**config.mk**
```make
export PLATFORM = sky130hd
export DESIGN_NAME = progmem_arbiter
export DESIGN_NICKNAME = d
export VERILOG_FILES = /design/src/rtl/progmem_arbiter.sv
export SDC_FILE = /design/constraint.sdc
export NUM_CORES = 1
export LEC_CHECK = 0
export ABC_AREA = 1
export CORE_MARGIN = 4
export CORE_UTILIZATION = 39
export CTS_CLUSTER_SIZE = 30
export DETAILED_ROUTE_END_ITERATION = 10
export PLACE_DENSITY = 0.87
export SLEW_MARGIN = 20
export SYNTH_ARGS = -nofsm -noshare
export SYNTH_HDL_FRONTEND = slang
export SYNTH_SLANG_ARGS = --single-unit
export TNS_END_PERCENT = 100
```
**constraint.sdc**
```tcl
create_clock -name clk -period 4.25 [get_ports clk]
set_input_delay 1.0625 -clock clk [delete_from_list [all_inputs] [get_ports clk]]
set_output_delay 1.0625 -clock clk [all_outputs]
set_load 0.005 [all_outputs]
```
**src/rtl/progmem_arbiter.sv**
```systemverilog
// rtl/progmem_arbiter.sv - two-requester arbiter for the shared 64x8 program/data memory
//
// Purpose: grants the CPU core and the debug loader single-cycle access to one
// single-port memory macro. Round-robin on ties, a saturating wait counter per
// requester forces a win after MAX_WAIT denied cycles, and dbg_lock gives the
// debug port exclusive ownership. Read data returns exactly two cycles after
// the accepting cycle on the requester's own rvalid/rdata pair.
//
// Ports:
//   clk, reset                       clock, synchronous active-high reset
//   cpu_req/we/addr/wdata            CPU request, held stable until cpu_gnt
//   cpu_gnt                          CPU accepted this cycle (combinational)
//   cpu_rvalid/cpu_rdata             CPU read return (registered)
//   dbg_req/we/addr/wdata            debug request, same rules as CPU
//   dbg_lock                         debug exclusive ownership
//   dbg_gnt, dbg_rvalid/dbg_rdata    as for CPU
//   mem_en/we/addr/wdata             memory strobe and fields of the winner
//   mem_rdata                        memory read data, valid cycle after strobe
module progmem_arbiter #(
   parameter int AW       = 6,
   parameter int DW       = 8,
   parameter int MAX_WAIT = 4
) (
   input  logic          clk,
   input  logic          reset,
   input  logic          cpu_req,
   input  logic          cpu_we,
   input  logic [AW-1:0] cpu_addr,
   input  logic [DW-1:0] cpu_wdata,
   output logic          cpu_gnt,
   output logic          cpu_rvalid,
   output logic [DW-1:0] cpu_rdata,
   input  logic          dbg_req,
   input  logic          dbg_we,
   input  logic [AW-1:0] dbg_addr,
   input  logic [DW-1:0] dbg_wdata,
   input  logic          dbg_lock,
   output logic          dbg_gnt,
   output logic          dbg_rvalid,
   output logic [DW-1:0] dbg_rdata,
   output logic          mem_en,
   output logic          mem_we,
   output logic [AW-1:0] mem_addr,
   output logic [DW-1:0] mem_wdata,
   input  logic [DW-1:0] mem_rdata
);

   localparam int   CW      = $clog2(MAX_WAIT + 1);
   localparam logic OWN_CPU = 1'b0;
   localparam logic OWN_DBG = 1'b1;

   logic          last_owner;
   logic [CW-1:0] cpu_wait;
   logic [CW-1:0] dbg_wait;
   logic          cpu_elig;
   logic          dbg_elig;
   logic          cpu_sat;
   logic          dbg_sat;
   logic          pick_cpu;
   logic          rd1_vld;
   logic          rd1_dbg;

   always_comb begin
      cpu_elig = cpu_req & ~dbg_lock & ~reset;
      dbg_elig = dbg_req & ~reset;
      cpu_sat  = (cpu_wait == CW'(MAX_WAIT));
      dbg_sat  = (dbg_wait == CW'(MAX_WAIT));
      pick_cpu = 1'b0;
      if (cpu_elig && dbg_elig) begin
         // A single starved requester overrides round-robin; otherwise alternate.
         if (cpu_sat && !dbg_sat)
            pick_cpu = 1'b1;
         else if (dbg_sat && !cpu_sat)
            pick_cpu = 1'b0;
         else
            pick_cpu = (last_owner == OWN_DBG);
      end else begin
         pick_cpu = cpu_elig;
      end
      cpu_gnt = cpu_elig & pick_cpu;
      dbg_gnt = dbg_elig & ~pick_cpu;
      mem_en  = cpu_gnt | dbg_gnt;
      mem_we    = 1'b0;
      mem_addr  = '0;
      mem_wdata = '0;
      if (cpu_gnt) begin
         mem_we    = cpu_we;
         mem_addr  = cpu_addr;
         mem_wdata = cpu_wdata;
      end else if (dbg_gnt) begin
         mem_we    = dbg_we;
         mem_addr  = dbg_addr;
         mem_wdata = dbg_wdata;
      end
   end

   always_ff @(posedge clk) begin
      if (reset) begin
         last_owner <= OWN_DBG;
         cpu_wait   <= '0;
         dbg_wait   <= '0;
         rd1_vld    <= 1'b0;
         rd1_dbg    <= 1'b0;
         cpu_rvalid <= 1'b0;
         dbg_rvalid <= 1'b0;
         cpu_rdata  <= '0;
         dbg_rdata  <= '0;
      end else begin
         if (mem_en)
            last_owner <= dbg_gnt ? OWN_DBG : OWN_CPU;

         // The CPU counter holds its value while the debug lock is active.
         if (!dbg_lock) begin
            if (cpu_req && !cpu_gnt) begin
               if (!cpu_sat)
                  cpu_wait <= cpu_wait + CW'(1);
            end else begin
               cpu_wait <= '0;
            end
         end
         if (dbg_req && !dbg_gnt) begin
            if (!dbg_sat)
               dbg_wait <= dbg_wait + CW'(1);
         end else begin
            dbg_wait <= '0;
         end

         // Stage 1 marks the read strobe; stage 2 captures mem_rdata and pulses rvalid.
         rd1_vld    <= mem_en & ~mem_we;
         rd1_dbg    <= dbg_gnt;
         cpu_rvalid <= rd1_vld & ~rd1_dbg;
         dbg_rvalid <= rd1_vld & rd1_dbg;
         if (rd1_vld && !rd1_dbg)
            cpu_rdata <= mem_rdata;
         if (rd1_vld && rd1_dbg)
            dbg_rdata <= mem_rdata;
      end
   end

endmodule
```
Yosys cells after proc, flatten, opt, wreduce, memory -nomap -nowiden
Cells that the tools add are included.
{"block": "totals", "word_cells": 55, "ff_bits": 27}
{"block": "op_classes", "bitwise_logic": 15, "n_addsub": 2, "reduce_logical": 14, "mux": 12, "eq_ne": 3}
{"cell": "$mux W8", "n": 2}
{"cell": "$mux W6", "n": 2}
{"cell": "$and A1 B1 Y1", "n": 8}
{"cell": "$logic_and A1 B1 Y1", "n": 7}
{"cell": "$add A3 B1 Y3 const B", "n": 2}
{"cell": "$eq A3 B3 Y1 const B", "n": 2}
{"cell": "$mux W1", "n": 6}
{"cell": "$mux W3", "n": 2}
{"cell": "$not A1 Y1", "n": 6}
{"cell": "$logic_not A1 Y1", "n": 5}
{"cell": "$ne A2 B2 Y1 const B", "n": 1}
{"cell": "$reduce_and A2 Y1", "n": 1}
{"cell": "$reduce_or A2 Y1", "n": 1}
{"cell": "$or A1 B1 Y1", "n": 1}

Longest topological paths before layout
Gate-level depths: netlist of the first run.
{"block": "logic_depth", "ltp_word": 12, "depth_mapped": 13}

Least setup slack after synthesis of the first run
Ideal clock, no wire load.
{"block": "synth_path", "path_kind": "input port to output port", "startpoint": "input port dbg_lock", "endpoint": "output port mem_addr[0]", "required_time_ns": 3.188, "path_buffers": 1, "cell_stages": 6, "slack_ns": 1.292, "arrival_time_ns": 1.896, "cell_sequence": "nor3_2 nand2_4 nand2_4 inv_4 buf_6 a22o_1"}
{"block": "synth_via", "elab_chain_cells": 9}
{"item": "from (decl)", "line_no": "37", "text": "input logic dbg_lock,"}
{"item": "$not A1 Y1 (no source line) *"}
{"item": "$and A1 B1 Y1 * (2 in series)", "line_no": "64", "text": "cpu_elig = cpu_req & ~dbg_lock & ~reset;"}
{"item": "$logic_and A1 B1 Y1", "line_no": "69", "text": "if (cpu_elig && dbg_elig) begin"}
{"item": "$mux W1 *", "line_no": "69"}
{"item": "$not A1 Y1 *", "line_no": "81", "text": "dbg_gnt = dbg_elig & ~pick_cpu;"}
{"item": "$and A1 B1 Y1 *", "line_no": "81"}
{"item": "net dbg_gnt", "line_no": "38", "text": "output logic dbg_gnt,"}
{"item": "$mux W6 *", "line_no": "90", "text": "end else if (dbg_gnt) begin"}
{"item": "$mux W6 *", "line_no": "86", "text": "if (cpu_gnt) begin"}
{"item": "to (decl)", "line_no": "43", "text": "output logic [AW-1:0] mem_addr,"}
Mark *: on every way through the listed nets, which the timed path passes. The rest lies on a longest branch.

Final worst setup path of the first run
{"block": "layout_path", "startpoint": "input port reset", "endpoint": "output port mem_we"}
{"block": "layout_via", "elab_chain_cells": 8}
{"item": "from (decl)", "line_no": "25", "text": "input logic reset,"}
{"item": "$not A1 Y1 *", "line_no": "64, 65"}
{"item": "$and A1 B1 Y1, on equally long branches", "line_no": "64, 65"}
{"item": "$logic_and A1 B1 Y1", "line_no": "69"}
{"item": "$mux W1", "line_no": "69"}
{"item": "$not A1 Y1", "line_no": "81"}
{"item": "$and A1 B1 Y1", "line_no": "81"}
{"item": "$mux W1", "line_no": "90"}
{"item": "$mux W1 *", "line_no": "86"}
{"item": "to (decl)", "line_no": "42", "text": "output logic mem_we,"}
Every way passes the cells marked *; elsewhere a longest branch is shown, timed or not.

==> metrics.md, run 1 <==
| Metric | Value |
|---|---|
| P per Cell Area | 251 nW/um2 |
| Antenna violations before repair | 0 |
| Hold/Removal Path Class | flop to flop |
| Syn Std Cell Area | 1260 um2 |
| Cts repair resizes | 0 |
| Hpwl dp | 3040 um |
| 1st-pass router iterations | 4 |
| Hold Path Stages | 2 |
| Post-Route WL | 3620 um |
| Final TNS setup | 0 ns |
| Worst EP arrival | 2.93 ns |
| Root Buffer | clkbuf_4 |
| Max clock buf depth | 2 |
| WL met2 | 1640 um |
| Worst ir drop on vdd | 215 uV |
| Final Hold Viols | 0 |
| Crit share post-route | 94.0% |
| Vias/cell | 4.69 |
| Crit end category | output port |
| Die height | 64.8 um |
| Critical-path maximum fanout | 16 |
| RSZ-0062 raised after global routing | no |
| Status | finished clean |
| Post-CTS Setup Bufs | 0 |
| Largest net degree at the start of global routing | 19 |
| Placed Cells | 283 |
| Internal reg-to-reg setup slack | 2.60 ns |
| Area grow syn2layout | 67.9% |
| RR Endpoint | rd1_vld |
| Die Span X | 64.8 um |
| Ys Warns | 0 |
| Total clock buffers created by CTS | 3 |
| Minimum clock period after layout | 3.99 ns |
| Highest routed layer | met4 |
| Syn Area/Cell | 7.78 um2 |
| Antenna cells | 0 |
| Wire length per cell | 12.6 um |
| Fmax achieved | 250 MHz |
| Synth unique cells | 22 |
| DR DRC count | 0 |
| Critical Path Source | reset |
| GRT Total Usage | 18.2% |
| Number of I/O port buffers | 78 |
| Reg2Reg Depth | 12 |
| Top area cells in the synthesized netlist | dfxtp_1, nor2_1, a22o_1 |
| Rows | 20 |
| Placeable core area | 3080 um2 |
| CTS Hold Bufs | 0 |
| Hold Crit Endpoint | dbg_rdata[3] |
| Nets | 291 |
| Max_cap viols | 0 |
| DR WL met3 | 347 um |
| Mapped Nets | 209 |
| GRT overflow | 0 |
| Leak Pwr | 0.904 nW |
| WP data required | 3.19 ns |
| Clk pin slew, worst setup/hold paths | 0.15 ns |
| Mapped Cells | 162 |
| Layout cells sized above 1 | 7.00% |
| Critical path type | primary input to output port |
| Post-synthesis register bit count | 27 |
| Slew headroom | 65.0% |
| H-Tree Level Count | 1 |
| CP startpoint kind | primary input |
| Number of DRC markers in iteration 0 | 29 |
| Top cell type's share of synthesized area | 42.9% |
| Clock sink count | 27 |
| GP Congestion | 0.828 |
| Post-route antenna net violation count | 0 |
| Metal-1 WL | 1600 um |
| Via count | 1345 |
| Worst-Skew Late Latency | 0.32 ns |
| Synth area leader | dfxtp_1 |
| Tightest Pin Transition | 0.523 ns |
| Top Ports | 79 |
| First-pass GRT wire length | 6040 um |
| Final setup viols | 0 |
| Worst Skew | 0.00486 ns |
| Die ar. | 4200 um2 |
| Number of global-route vias before repair | 1301 |
| Critical R2R Launch | dbg_wait[0] |
| Pins Over Slew Limit | 0 |
| Finished Layout Cells | 287 |
| CTS tree | done |
| Sequential area share after synthesis | 42.9% |
| Initial core utilization | 40.9% |
| Hold_sp | dbg_rdata[3] |
## power breakdown
| part | switching, W | internal (W) | leakage, nW |
|---|---|---|---|
| logic | 0.0000512 | 0.0000872 | 0.664 |
| clock network | 0.0000793 | 0.0000383 | 0.0183 |
| registers | 0.00000694 | 0.000268 | 0.221 |
| total | 0.000137 | 0.000393 | 0.904 |
## flip-flops by register name, indices dropped and copies added (netlist names)
register    cells
cpu_rvalid      1
dbg_wait        3
rd1_dbg         1
cpu_rdata       8
cpu_wait        3
dbg_rdata       8
last_owner      1
rd1_vld         1
dbg_rvalid      1
## layout by cell type, fill, tap and decap left out
cell	n
ha_1	4
inv_1	14
a21oi_1	7
nand4_1	1
a21oi_2	1
buf_4	2
o211ai_1	1
nand2_1	19
nand3_1	2
nor3_2	1
nand2_4	3
inv_6	1
nand2_2	2
inv_4	2
clkinv_1	1
clkbuf_4	3
nor2_1	39
clkdlybuf4s50_1	78
o21ai_0	17
a22o_1	14
dfxtp_1	27
inv_2	2
xnor2_1	1
xor2_1	1
## synthesized netlist by cell type (all sizes together)
cell type / number
nor2: 39
clkbuf: 1
xnor2: 1
nand2: 24
nor3: 1
clkinv: 1
a21oi: 8
xor2: 1
buf: 2
a22o: 14
nand4: 1
ha: 4
o211ai: 1
nand3: 2
inv: 18
o21ai: 17
dfxtp: 27
## logic make-up (layout without fill, tap and decap cells)
family / after synthesis / after routing / share of synthesized area [%]
simple gates: 67 / 67 / 23.0
compound gates: 40 / 40 / 20.6
flops: 27 / 27 / 42.9
buf+inv: 22 / 103 / 8.14
fa+ha+maj: 4 / 4 / 3.97
xor+xnor: 2 / 2 / 1.39
## area by class of cell
type,instances,area (um2)
multi-input cells,113,617
clock inverters,1,8.76
repair buffers,80,796
inverters,19,76.3
well taps,44,55.1
flip-flops and latches,27,541
fillers,278,962
clock buffers,3,22.5
## per-layer routing
layer,vias up,global-route usage [%]
li1,696,-
met1,587,22.4
met2,60,31.3
met3,2,3.47
met4,0,6.33
met5,-,0
## worst max-delay path by stage
stage and end:
2_1_floorplan mem_addr[0], 3_3_place_gp mem_addr[5], 3_5_place_dp mem_wdata[7], 4_1_cts mem_we, 5_1_grt mem_we, 6_report mem_we
## worst max-delay path, stage by stage
cell and delay, ns:
clkdlybuf4s50_1 0.55, nor3_2 0.32, nand2_4 0.10, inv_2 0.21
nand2_1 0.09, nand2_1 0.09, clkdlybuf4s50_1 0.50
## stage by stage
step / hold slack [ns] / setup WS, ns / util (%) / power (W) / area [um2]
CTS: 0.500 / 0.231 / 68.7 / 0.000535 / 2120
detailed placement: 0.466 / 0.224 / 67.7 / 0.000419 / 2080
global route: 0.519 / 0.0879 / 68.7 / 0.000562 / 2120
finish: 0.498 / 0.255 / 68.7 / 0.000530 / 2120
floorplan: 0.427 / 1.29 / - / 0.000328 / 1260
global placement: 0.461 / 0.277 / 67.7 / 0.000417 / 2080
Note: power is estimated with default switching activity, not from simulation.
==> inputs of run 2 (changes only) <==
--- a/config.mk
+++ b/config.mk
@@ -6,12 +6,14 @@
 export NUM_CORES = 1
 export LEC_CHECK = 0
 export ABC_AREA = 1
+export ABC_CLOCK_PERIOD_IN_PS = 4250
 export CORE_MARGIN = 4
 export CORE_UTILIZATION = 39
 export CTS_CLUSTER_SIZE = 30
 export DETAILED_ROUTE_END_ITERATION = 10
+export GPL_TIMING_DRIVEN = 0
 export PLACE_DENSITY = 0.87
-export SLEW_MARGIN = 20
+export SLEW_MARGIN = 30
 export SYNTH_ARGS = -nofsm -noshare
 export SYNTH_HDL_FRONTEND = slang
 export SYNTH_SLANG_ARGS = --single-unit
==> run 2 against run 1 <==
Effect of this change: setup slack got worse by 0.044 ns; clock skew down 0.0027 ns; final area grew 0.41%; register-to-register slack better by 0.07 ns; total power is 1.4% lower; global-route usage down 0.62 points; cell count rose by 0.35%; critical endpoint is now mem_addr[3]; largest cell class unchanged; highest routed layer unchanged.
==> metrics.md, run 2 (same netlist as run 1, synthesis figures left out) <==
| Metric | Value |
|---|---|
| Status | finished clean |
| WP data required | 3.19 ns |
| Max_cap viols | 0 |
| DR DRC count | 0 |
| Layout fillers | 255 |
| CP max-delay cell | clkdlybuf4s50_1 |
| Crit share post-route | 95.0% |
| RSZ-0062 raised after global routing | no |
| Layout cells sized above 1 | 6.56% |
| Placeable core area | 3080 um2 |
| Post-route antenna net violation count | 0 |
| Leak Pwr | 0.913 nW |
| Rows | 20 |
| GRT overflow | 0 |
| Antenna cells | 0 |
| Total clock buffers created by CTS | 3 |
| Worst Path Buf+Inv | 5 |
| Max clock buf depth | 2 |
| Pins Over Slew Limit | 0 |
| Final setup viols | 0 |
| Slew headroom | 68.0% |
| Top Registers | cpu_rdata (8), dbg_rdata (8) |
| Finished Core Util | 69.0% |
| Largest net degree at the start of global routing | 15 |
| Worst-Skew Late Latency | 0.32 ns |
| 1st-pass router iterations | 4 |
| GRT Total Usage | 17.5% |
| Switching Power | 0.000131 W |
| Net Sw Frac | 25.0% |
| Root Buffer | clkbuf_4 |
| Antenna violations before repair | 0 |
| Initial core utilization | 40.9% |
| Vias/cell | 4.81 |
| Wire length per cell | 12.7 um |
| Worst EP arrival | 2.98 ns |
| Worst Skew | 0.00213 ns |
| Clk pin slew, worst setup/hold paths | 0.13 ns |
| Clock sink count | 27 |
| First-pass GRT wire length | 5820 um |
| Commonest non-fill, non-tap cells in the layout | clkdlybuf4s50_1, nor2_1, dfxtp_1 |
| Clock Power Share | 20.8% |
| Die Span X | 64.8 um |
| GP Congestion | 0.748 |
| CTS tree | done |
| Via count | 1384 |
| Critical-path maximum fanout | 10 |
| Tightest Pin Transition | 0.478 ns |
| CP startpoint kind | primary input |
| Slowest stage delay, CP | 0.50 ns |
| Fmax achieved | 248 MHz |
| Critical path type | primary input to output port |
| CTS Hold Bufs | 0 |
| DP Area | 2100 um2 |
| Dpl ws | 0.0830 ns |
| H-Tree Level Count | 1 |
| CP delay by family, top | buffers and inverters |
| Post-CTS Setup Bufs | 0 |
| Minimum clock period after layout | 4.04 ns |
| Sequential share of power | 52.5% |
| Cell Chain, Critical Path | clkdlybuf4s50_1 -> inv_1 -> nor3_2 -> nand2_4 -> inv_2 -> buf_6 -> a22o_1 -> clkdlybuf4s50_1 |
| P per Cell Area | 246 nW/um2 |
| Number of I/O port buffers | 78 |
| Top Ports | 79 |
| Int Power | 0.000392 W |
| Final Power | 0.000523 W |
| Post-Route WL | 3660 um |
| Final TNS setup | 0 ns |
| Logic pwr share | 26.7% |
| Nets | 292 |
| Final Hold Viols | 0 |
| Worst ir drop on vdd | 224 uV |
| Crit end category | output port |
| Post-route cell area | 2120 um2 |
| Most frequent CP cell | clkdlybuf4s50_1 |
| Cts repair resizes | 0 |
| Commonest non-fill, non-tap cell in the layout | clkdlybuf4s50_1 |
| Hpwl dp | 2980 um |
| Area grow syn2layout | 68.6% |
| Number of DRC markers in iteration 0 | 32 |
| Final setup margin | 0.211 ns |
| Number of global-route vias before repair | 1276 |
| Die height | 64.8 um |
| Die ar. | 4200 um2 |
| Hold/Removal Path Class | flop to flop |
[run 2: cell types whose count changed in the layout (fill, tap and decap cells not counted)]
cell,change
clkdlybuf4s50_1,-1
buf_6,+2
inv_6,-1
clkbuf_1,+2
buf_4,-2
dlymetal6s2s_1,+1
[run 2: final timing paths]
kind	endpoint	cells after the start	start	slack, ns
setup / recovery	mem_addr[3]	8	cpu_req	0.21
hold / removal	last_owner	2	last_owner	0.49
setup reg to reg	rd1_vld	12	dbg_wait[0]	2.67
hold reg to reg	last_owner	2	last_owner	0.49
[run 2: routing by layer]
layer  up-vias  GRT usage [%]  wire [um]
met4         0           8.44         93
met2        61           28.9       1610
met5         -              0          0
met1       620           21.1       1580
met3         7           4.51        384
li1        696              -          -
[run 2: final cells by class]
class | count | area, um2 | area share, %
Sequential cell | 27 | 541 | 25.4
Tap cell | 44 | 55.1 | 2.59
Timing Repair Buffer | 78 | 783 | 36.9
Buffer | 3 | 26.3 | 1.24
Multi-Input combinational cell | 113 | 617 | 29.0
Clock buffer | 4 | 26.3 | 1.24
Inverter | 19 | 76.3 | 3.59
[run 2: worst reg2reg max path, cell delays in order, from the launching register on]
cell     delay, ns
dfxtp_1       0.38
inv_1         0.07
ha_1          0.21
nand2_2       0.13
inv_2         0.07
nand2_1       0.06
nand2_1       0.07
nand2_2       0.10
nand2_4       0.07
inv_2         0.14
nand2_1       0.07
nand2_1       0.09
nor2_1        0.04
[run 2: power groups by stage]
stage / Combinational, W / Clock (W) / Sequential (W)
detailed placement: 0.000141 / 0 / 0.000280
global route: 0.000152 / 0.000121 / 0.000276
finish: 0.000140 / 0.000109 / 0.000274
global placement: 0.000138 / 0 / 0.000280
CTS: 0.000142 / 0.000114 / 0.000274
floorplan: 0.0000475 / 0 / 0.000280
[run 2: per-stage QoR]
stage,std cells,hold WS [ns]
finish,288,0.488
global route,288,0.517
CTS,288,0.492
detailed placement,284,0.458
global placement,284,0.452
floorplan,162,0.427
==> inputs of run 3 (changes only) <==
--- a/config.mk
+++ b/config.mk
@@ -6,7 +6,7 @@
 export NUM_CORES = 1
 export LEC_CHECK = 0
 export ABC_AREA = 1
-export ABC_CLOCK_PERIOD_IN_PS = 4250
+export ABC_CLOCK_PERIOD_IN_PS = 4770
 export CORE_MARGIN = 4
 export CORE_UTILIZATION = 39
 export CTS_CLUSTER_SIZE = 30
==> constraint.sdc (replaced) <==
create_clock -name clk -period 4.77 [get_ports clk]
set_input_delay 1.1925 -clock clk [delete_from_list [all_inputs] [get_ports clk]]
set_output_delay 1.1925 -clock clk [all_outputs]
set_load 0.005 [all_outputs]
==> run 3 against run 2 <==
Effect of this change: sequential power is 11% lower; final area is 0.12% lower; worst hold slack better by 0.0014 ns; clock power is 11% lower; largest power group unchanged.
==> metrics.md, run 3 (same netlist as run 1, synthesis figures left out) <==
| Metric | Value |
|---|---|
| Status | finished clean |
| Die height | 64.8 um |
| P per Cell Area | 220 nW/um2 |
| Vias/cell | 4.78 |
| Number of I/O port buffers | 78 |
| Critical-path maximum fanout | 10 |
| Antenna violations before repair | 0 |
| Hold Path Stages | 2 |
| Dpl ws | 0.343 ns |
| Cts repair resizes | 0 |
| Final Hold Viols | 0 |
| Wire length per cell | 12.7 um |
| GRT Total Usage | 17.5% |
| Via count | 1378 |
| Area grow syn2layout | 68.4% |
| Most frequent CP cell | nand2_4 |
| Fmax achieved | 226 MHz |
| Die Span X | 64.8 um |
| Slew headroom | 68.0% |
| Total clock buffers created by CTS | 3 |
| Placeable core area | 3080 um2 |
| Worst Skew | 0.00212 ns |
| Post-route antenna net violation count | 0 |
| Root Buffer | clkbuf_4 |
| WP data required | 3.58 ns |
| Antenna cells | 0 |
| Reg2Reg Depth | 12 |
| Clk pin slew, worst setup/hold paths | 0.13 ns |
| Final setup margin | 0.341 ns |
| Top Ports | 79 |
| CP max-delay cell | clkdlybuf4s50_1 |
| CP startpoint kind | primary input |
| Commonest non-fill, non-tap cell in the layout | clkdlybuf4s50_1 |
| Number of global-route vias before repair | 1276 |
| Max clock buf depth | 2 |
| Nets | 292 |
| Worst EP arrival | 3.24 ns |
| Max_cap viols | 0 |
| CTS tree | done |
| H-Tree Level Count | 1 |
| RSZ-0062 raised after global routing | no |
| Die ar. | 4200 um2 |
| GP Congestion | 0.748 |
| Worst ir drop on vdd | 199 uV |
| Rows | 20 |
| Tightest Pin Transition | 0.478 ns |
| Critical path type | primary input to output port |
| GRT overflow | 0 |
| 1st-pass router iterations | 3 |
| Slowest stage delay, CP | 0.57 ns |
| Commonest non-fill, non-tap cells in the layout | clkdlybuf4s50_1, nor2_1, dfxtp_1 |
| Crit share post-route | 92.8% |
| Leak Pwr | 0.904 nW |
| DR DRC count | 0 |
| Number of DRC markers in iteration 0 | 39 |
| Largest net degree at the start of global routing | 15 |
| Crit end category | output port |
| Post-CTS Setup Bufs | 0 |
| Final TNS setup | 0 ns |
| Initial core utilization | 40.9% |
| Post-Route WL | 3670 um |
| Cell Chain, Critical Path | clkdlybuf4s50_1 -> inv_4 -> nand2_4 -> a21oi_2 -> nand2_2 -> nand2_4 -> nand2_4 -> inv_4 -> buf_6 -> a22o_1 -> clkdlybuf4s50_1 |
| CTS Hold Bufs | 0 |
| Clock sink count | 27 |
| Top Registers | cpu_rdata (8), dbg_rdata (8) |
| Worst-Skew Late Latency | 0.32 ns |
| Minimum clock period after layout | 4.43 ns |
| First-pass GRT wire length | 5820 um |
| Hpwl dp | 2980 um |
| Hold/Removal Path Class | flop to flop |
| Layout cells sized above 1 | 6.56% |
| Pins Over Slew Limit | 0 |
| Final setup viols | 0 |
run 3: through the flow:
step / std cells / hold slack, ns / instance area, um2 / total power, W / utilization [%]
3_3_place_gp: 284 / 0.452 / 2100 / 0.000372 / 68.1
6_report: 288 / 0.490 / 2120 / 0.000466 / 68.9
5_1_grt: 288 / 0.517 / 2120 / 0.000490 / 68.9
3_5_place_dp: 284 / 0.458 / 2100 / 0.000375 / 68.1
4_1_cts: 288 / 0.492 / 2120 / 0.000473 / 68.9
2_1_floorplan: 162 / 0.427 / 1260 / 0.000292 / -
run 3: power breakdown:
group | leakage (nW) | internal [W] | total, W | switching (W)
clock network | 0.0150 | 0.0000328 | 0.0000967 | 0.0000639
registers | 0.221 | 0.000238 | 0.000245 | 0.00000627
logic | 0.668 | 0.0000785 | 0.000125 | 0.0000462
total | 0.904 | 0.000350 | 0.000466 | 0.000116
run 3: area by class of cell:
| class | count | area [um2] |
|---|---|---|
| Sequential cell | 27 | 541 |
| Clock buffer | 4 | 26.3 |
| Fill cell | 254 | 956 |
| Multi-Input combinational cell | 113 | 617 |
| Tap cell | 44 | 55.1 |
| Buffer | 3 | 26.3 |
| Inverter | 19 | 76.3 |
| Timing Repair Buffer | 78 | 781 |
run 3: routing by layer:
layer | vias up | routed length [um] | global-route usage [%]
met5 | - | 0 | 0
li1 | 696 | - | -
met2 | 61 | 1620 | 28.9
met3 | 7 | 384 | 4.51
met4 | 0 | 93 | 8.44
met1 | 614 | 1570 | 21.1
run 3: critical path, delay by kind of cell:
| kind | cells | cell delay, ns |
|---|---|---|
| simple gates | 4 | 0.32 |
| compound gates | 2 | 0.24 |
| buf+inv | 5 | 1.48 |
run 3: final timing paths:
| path | slack [ns] | from | endpoint |
|---|---|---|---|
| setup / recovery | 0.34 | reset | mem_addr[2] |
| hold / removal | 0.49 | last_owner | last_owner |
| setup reg to reg | 3.19 | dbg_wait[0] | rd1_vld |
| hold reg to reg | 0.49 | last_owner | last_owner |
